<file path="src/rtl/vs_demux_dispatcher_1x4_if.sv">
// Handshake/bus bundle around the 1x4 dispatch stage.
//   in_valid/in_ready/in_data/in_mode/in_dest : upstream word and destination choice
//   out_select/out_data/out_valid/out_ready   : held word presented to the demux
//   sent_cnt                                  : packed per-channel delivered counters
// master : upstream producer + downstream consumers (drives in_*, out_ready)
// slave  : the dispatcher
interface vs_demux_dispatcher_1x4_if #(
  parameter int unsigned WIDTH = 8,
  parameter int unsigned CNT_W = 8
);
  logic               in_valid;
  logic               in_ready;
  logic [WIDTH-1:0]   in_data;
  logic               in_mode;
  logic [1:0]         in_dest;
  logic [1:0]         out_select;
  logic [WIDTH-1:0]   out_data;
  logic [3:0]         out_valid;
  logic [3:0]         out_ready;
  logic [4*CNT_W-1:0] sent_cnt;

  modport master (
    output in_valid, in_data, in_mode, in_dest, out_ready,
    input  in_ready, out_select, out_data, out_valid, sent_cnt
  );

  modport slave (
    input  in_valid, in_data, in_mode, in_dest, out_ready,
    output in_ready, out_select, out_data, out_valid, sent_cnt
  );
endinterface

</file>
<file path="src/rtl/vs_demux_dispatcher_1x4.sv">
// Registered valid/ready dispatch stage feeding a 1x4 combinational demux.
// Holds one word, presents it as select + data with a one-hot valid, and
// counts delivered words per channel.
//   clk   : rising-edge clock
//   rst_n : synchronous active-low reset
//   bus   : slave side of vs_demux_dispatcher_1x4_if (see interface header)
module vs_demux_dispatcher_1x4 #(
  parameter int unsigned WIDTH = 8,
  parameter int unsigned CNT_W = 8
) (
  input  logic                    clk,
  input  logic                    rst_n,
  vs_demux_dispatcher_1x4_if.slave bus
);

  localparam int unsigned NCH = 4;

  typedef enum logic {EMPTY = 1'b0, FULL = 1'b1} state_e;

  state_e             state_q, state_d;
  logic [1:0]         sel_q;
  logic [WIDTH-1:0]   data_q;
  logic [NCH-1:0]     valid_q;
  logic [1:0]         rr_q;
  logic [CNT_W-1:0]   cnt_q [NCH];

  logic               drain_c;
  logic               in_ready_c;
  logic               accept_c;
  logic [1:0]         dest_c;

  // State register
  always_ff @(posedge clk) begin
    if (!rst_n) state_q <= EMPTY;
    else        state_q <= state_d;
  end

  // Next-state: accept always leaves us FULL; only a drain without a
  // simultaneous accept empties the stage.
  always_comb begin
    state_d = state_q;
    case (state_q)
      EMPTY:   if (accept_c) state_d = FULL;
      FULL:    if (drain_c && !accept_c) state_d = EMPTY;
      default: state_d = EMPTY;
    endcase
  end

  // Handshake decode; in_ready allows pass-through when the held word drains
  always_comb begin
    drain_c    = 1'b0;
    in_ready_c = 1'b0;
    accept_c   = 1'b0;
    dest_c     = rr_q;
    drain_c    = (state_q == FULL) && bus.out_ready[sel_q];
    in_ready_c = rst_n && ((state_q == EMPTY) || drain_c);
    accept_c   = bus.in_valid && in_ready_c;
    if (bus.in_mode) dest_c = bus.in_dest;
  end

  // Output register, round-robin pointer and delivered counters
  always_ff @(posedge clk) begin
    if (!rst_n) begin
      sel_q   <= '0;
      data_q  <= '0;
      valid_q <= '0;
      rr_q    <= '0;
      for (int k = 0; k < NCH; k++) cnt_q[k] <= '0;
    end else begin
      // Counter tracks the channel being drained, before any reload of sel_q
      if (drain_c) cnt_q[sel_q] <= cnt_q[sel_q] + CNT_W'(1);
      if (accept_c) begin
        data_q  <= bus.in_data;
        sel_q   <= dest_c;
        valid_q <= 4'b0001 << dest_c;
        if (!bus.in_mode) rr_q <= rr_q + 2'd1;
      end else if (drain_c) begin
        data_q  <= '0;
        valid_q <= '0;
      end
    end
  end

  assign bus.in_ready   = in_ready_c;
  assign bus.out_select = sel_q;
  assign bus.out_data   = data_q;
  assign bus.out_valid  = valid_q;

  for (genvar k = 0; k < NCH; k++) begin : g_cnt
    assign bus.sent_cnt[k*CNT_W +: CNT_W] = cnt_q[k];
  end

endmodule

</file>
<file path="src/flat_wrapper.sv">
// flat-port wrapper written by rule: the top's interface ports become plain ports
module vs_demux_dispatcher_1x4_flat 
#(
  parameter int unsigned WIDTH = 8,
  parameter int unsigned CNT_W = 8
)
  (clk, rst_n, bus_in_valid, bus_in_data, bus_in_mode, bus_in_dest, bus_out_ready, bus_in_ready, bus_out_select, bus_out_data, bus_out_valid, bus_sent_cnt);
  vs_demux_dispatcher_1x4_if #(.WIDTH(WIDTH), .CNT_W(CNT_W)) bus_i ();
  input  logic clk;
  input  logic rst_n;
  input wire logic [$bits(bus_i.in_valid)-1:0] bus_in_valid;
  input wire logic [$bits(bus_i.in_data)-1:0] bus_in_data;
  input wire logic [$bits(bus_i.in_mode)-1:0] bus_in_mode;
  input wire logic [$bits(bus_i.in_dest)-1:0] bus_in_dest;
  input wire logic [$bits(bus_i.out_ready)-1:0] bus_out_ready;
  output wire logic [$bits(bus_i.in_ready)-1:0] bus_in_ready;
  output wire logic [$bits(bus_i.out_select)-1:0] bus_out_select;
  output wire logic [$bits(bus_i.out_data)-1:0] bus_out_data;
  output wire logic [$bits(bus_i.out_valid)-1:0] bus_out_valid;
  output wire logic [$bits(bus_i.sent_cnt)-1:0] bus_sent_cnt;
  assign bus_i.in_valid = bus_in_valid;
  assign bus_i.in_data = bus_in_data;
  assign bus_i.in_mode = bus_in_mode;
  assign bus_i.in_dest = bus_in_dest;
  assign bus_i.out_ready = bus_out_ready;
  assign bus_in_ready = bus_i.in_ready;
  assign bus_out_select = bus_i.out_select;
  assign bus_out_data = bus_i.out_data;
  assign bus_out_valid = bus_i.out_valid;
  assign bus_sent_cnt = bus_i.sent_cnt;
  vs_demux_dispatcher_1x4 #(.WIDTH(WIDTH), .CNT_W(CNT_W)) u_core (.clk(clk), .rst_n(rst_n), .bus(bus_i));
endmodule
</file>
<file path="config.mk">
export PLATFORM = sky130hd
export DESIGN_NAME = vs_demux_dispatcher_1x4_flat
export DESIGN_NICKNAME = d
export VERILOG_FILES = /design/src/rtl/vs_demux_dispatcher_1x4_if.sv /design/src/rtl/vs_demux_dispatcher_1x4.sv /design/src/flat_wrapper.sv
export SDC_FILE = /design/constraint.sdc
export NUM_CORES = 1
export LEC_CHECK = 0
export ABC_AREA = 1
export CAP_MARGIN = 20
export CORE_MARGIN = 3
export CORE_UTILIZATION = 35
export DETAILED_ROUTE_END_ITERATION = 10
export GPL_ROUTABILITY_DRIVEN = 0
export SKIP_LAST_GASP = 1
export SLEW_MARGIN = 10
export SYNTH_ARGS = -nofsm -noshare
export SYNTH_HDL_FRONTEND = slang
export SYNTH_SLANG_ARGS = --single-unit
</file>
<file path="constraint.sdc">
create_clock -name clk -period 4.6 [get_ports clk]
set_clock_uncertainty 0.05 [all_clocks]
set_input_delay 0.92 -clock clk [delete_from_list [all_inputs] [get_ports clk]]
set_output_delay 0.92 -clock clk [all_outputs]
set_load 0.05 [all_outputs]
</file>
==> results.json <==
{
  "relSlewSlack": 0.564,
  "port_buffers": 64,
  "die-area_sq_um": 8030,
  "clock_sinks": 51,
  "clock_power_share": 0.304,
  "start_util": 0.373,
  "postSynthAreaPerCell_sq_um": 8.77,
  "io_pins": 65,
  "yosysWarnings": 0,
  "multiInputGateArea_sq_um": 932,
  "totalNegativeSetupSlack_ns": 0,
  "start_kind": "input port",
  "instances_no_fill": 436,
  "powerDensity_nw_per_um2": 322,
  "critPathRequiredTime_ns": 3.63,
  "crit_path_end_kind": "primary output",
  "fin_crit_ns": 3.82,
  "nFillCells": 625,
  "cp_slowest_cell": "clkdlybuf4s50_1",
  "critPathMaxStageDelay_ns": 0.85,
  "setup_viol": 0,
  "maxCapViolCount": 0,
  "wl_per_cell_um": 13.4,
  "grt_first_pass_wirelength_um": 9370,
  "numCtsBuffers": 5,
  "num_vias": 2015,
  "die-width_um": 89.6,
  "synth_nets": 298,
  "path_cells": "clkdlybuf4s50_1 > inv_2 > a21oi_2 > clkdlybuf4s50_1",
  "ys_seq_elements": 51,
  "worstPathBufferInverterCount": 3,
  "whs_ns": 0.438,
  "grt_max_degree": 20,
  "hpwl_um": 4330,
  "cts_htree_levels": 2,
  "path_delay_family": "buffers and inverters",
  "coreArea_sq_um": 6570,
  "p_leak_nw": 1.27,
  "antenna_found_initial": 0,
  "total_power_mw": 1.05,
  "cp.depth": 4,
  "syn_to_final_growth_pct": 33.2,
  "drc": 0,
  "synth_area_sq_um": 2450,
  "grt_pass1_vias": 1922,
  "grt_setup_unrepaired": "no",
  "endpoint": "bus_in_ready",
  "cp-startpoint": "rst_n",
  "drt.antenna.violating_nets": 0,
  "finalCritPeriodShare": 0.830,
  "p_seq_frac": 0.497,
  "r2r_slack_ns": 2.18,
  "critPathMostFrequentCell": "clkdlybuf4s50_1",
  "cts_buffer_depth": 2,
  "cts-root-buf": "clkbuf_8",
  "combPwrFrac": 0.199,
  "grtUsageTotal": 0.154,
  "layout-drive-gt1-share": 0.0787,
  "dp.cells": 428,
  "routed_via_density": 4.62,
  "swShare": 0.286,
  "synthDistinctLibCells": 30,
  "synth_cells": 279,
  "dr.pass1.iters": 4,
  "grt.overflow.total": 0,
  "fmax_ghz": 0.262,
  "cts.reportedPaths.clkPinSlew_ns": 0.08,
  "critPathMaxFanout": 18,
  "run_status": "finished clean",
  "nets": 361,
  "insertion_delay_ns": 0.30,
  "path_class": "in2out",
  "routed_wl_um": 5830,
  "reg2reg_to": "u_core.cnt_q[0][4]",
  "tightestPinTransition_ns": 0.653,
  "ys_seq_area_frac": 0.548,
  "tritoncts": "yes",
  "hold_path.class": "reg2reg",
  "drt_iter0_markers": 93,
  "die_y_um": 89.6,
  "ir_worst_vdd_mv": 0.127,
  "slew_violations": 0,
  "rows": 29,
  "reg2regPathDepth": 10,
  "antennaDiodeCount": 0,
  "cts_hold_buf": 0,
  "p_sw_mw": 0.300,
  "p_int_mw": 0.749,
  "register_area_sq_um": 1340,
  "post_cts_buffers": 0,
  "hold_viol_final": 0,
  "cts_resized": 0,
  "critPathArrivalTime_ns": 2.85
}
registers in the layout, indices dropped and copies added (netlist names), named ones only:
signal / count
u_core.bus.out_data: 8
u_core.bus.out_select: 2
u_core.bus.out_valid: 4
u_core.cnt_q: 32
u_core.rr_q: 2
u_core.state_q: 1
final cells by class:
type                    count  area share
repair buffers             66       0.201
multi-input cells         193       0.286
flip-flops and latches     51       0.412
clock buffers               6      0.0253
clock inverters             2      0.0107
inverters                  25      0.0296
well taps                  93      0.0357
kinds of logic after synthesis:
logic type	after synthesis	synth area share
compound gates	31	0.0700
fa+ha+maj	1	0.00511
xor+xnor	2	0.00716
simple gates	159	0.299
flops	51	0.548
buf+inv	35	0.0711
layer usage:
metal / global-route usage / wire length (um) / vias to the layer above
met5: 0 / 0 / -
met4: 0.0338 / 38 / 0
met3: 0.0383 / 331 / 4
met2: 0.256 / 2850 / 65
met1: 0.205 / 2610 / 902
li1: - / - / 1044
metrics by stage:
stage / util / instance area (sq um) / setup WS, ns
finish: 0.496 / 3260 / 0.782
global route: 0.496 / 3260 / 0.683
CTS: 0.496 / 3260 / 0.772
detailed placement: 0.478 / 3140 / 0.783
global placement: 0.478 / 3140 / 0.782
floorplan: - / 2450 / 1.98
how the worst min path moves through the flow:
stage | slack (ns) | start | end | depth (start not counted)
after floorplan | 0.39 | u_core.rr_q[1] | u_core.rr_q[1] | 2
after CTS | 0.44 | u_core.bus.out_data[2] | u_core.bus.out_data[2] | 2
after global placement | 0.42 | u_core.rr_q[1] | u_core.rr_q[1] | 2
after global routing | 0.47 | u_core.bus.out_data[4] | u_core.bus.out_data[4] | 2
after detailed placement | 0.42 | u_core.bus.out_valid[2] | u_core.bus.out_valid[2] | 2
final | 0.44 | u_core.bus.out_data[2] | u_core.bus.out_data[2] | 2
cell usage in the layout, fill, tap and decap left out:
cell type | Yosys | routed
ha_1 | 1 | 1
a21oi_2 | 1 | 1
clkinv_2 | 0 | 1
xnor2_1 | 1 | 1
a32oi_1 | 1 | 1
a21oi_1 | 20 | 20
nand3_1 | 35 | 35
nand4_1 | 2 | 2
nor2_8 | 1 | 1
nand3_2 | 1 | 1
nand2_1 | 77 | 77
nor3_4 | 1 | 1
nand3_4 | 2 | 2
inv_2 | 3 | 3
buf_4 | 2 | 2
dfxtp_1 | 19 | 19
inv_1 | 20 | 20
nor2_1 | 33 | 33
clkinv_1 | 1 | 1
a31oi_1 | 1 | 1
clkdlybuf4s50_1 | 0 | 64
o31ai_1 | 1 | 1
o21ai_0 | 5 | 5
inv_4 | 1 | 1
edfxtp_1 | 32 | 32
nand2_2 | 6 | 6
xor2_1 | 1 | 1
nor2_4 | 1 | 1
clkbuf_8 | 0 | 6
bufinv_16 | 0 | 1
o21bai_1 | 2 | 2
power by group through the flow:
stage / registers (mW) / logic, mW / clock network, mW
after floorplan: 0.590 / 0.0843 / 0
after global placement: 0.533 / 0.209 / 0
after detailed placement: 0.532 / 0.211 / 0
after CTS: 0.522 / 0.212 / 0.326
after global routing: 0.525 / 0.227 / 0.347
final: 0.522 / 0.209 / 0.319
cell usage after synthesis, drive strengths merged:
cell type | n | share of area
a21oi | 21 | 0.044
a31oi | 1 | 0.0026
a32oi | 1 | 0.0036
buf | 8 | 0.029
clkbuf | 2 | 0.0031
clkinv | 1 | 0.0015
dfxtp | 19 | 0.16
edfxtp | 32 | 0.39
ha | 1 | 0.0051
inv | 24 | 0.038
nand2 | 83 | 0.13
nand3 | 38 | 0.090
nand4 | 2 | 0.0051
nor2 | 35 | 0.063
nor3 | 1 | 0.0066
o21ai | 5 | 0.010
o21bai | 2 | 0.0061
o31ai | 1 | 0.0031
xnor2 | 1 | 0.0036
xor2 | 1 | 0.0036
worst min-delay path, delay by kind of cell (launching register included):
kind / cells / cell delay [ns]
simple gates: 1 / 0.07
flops: 1 / 0.32
compound gates: 1 / 0.06
Note: power is estimated with default switching activity, not from simulation.
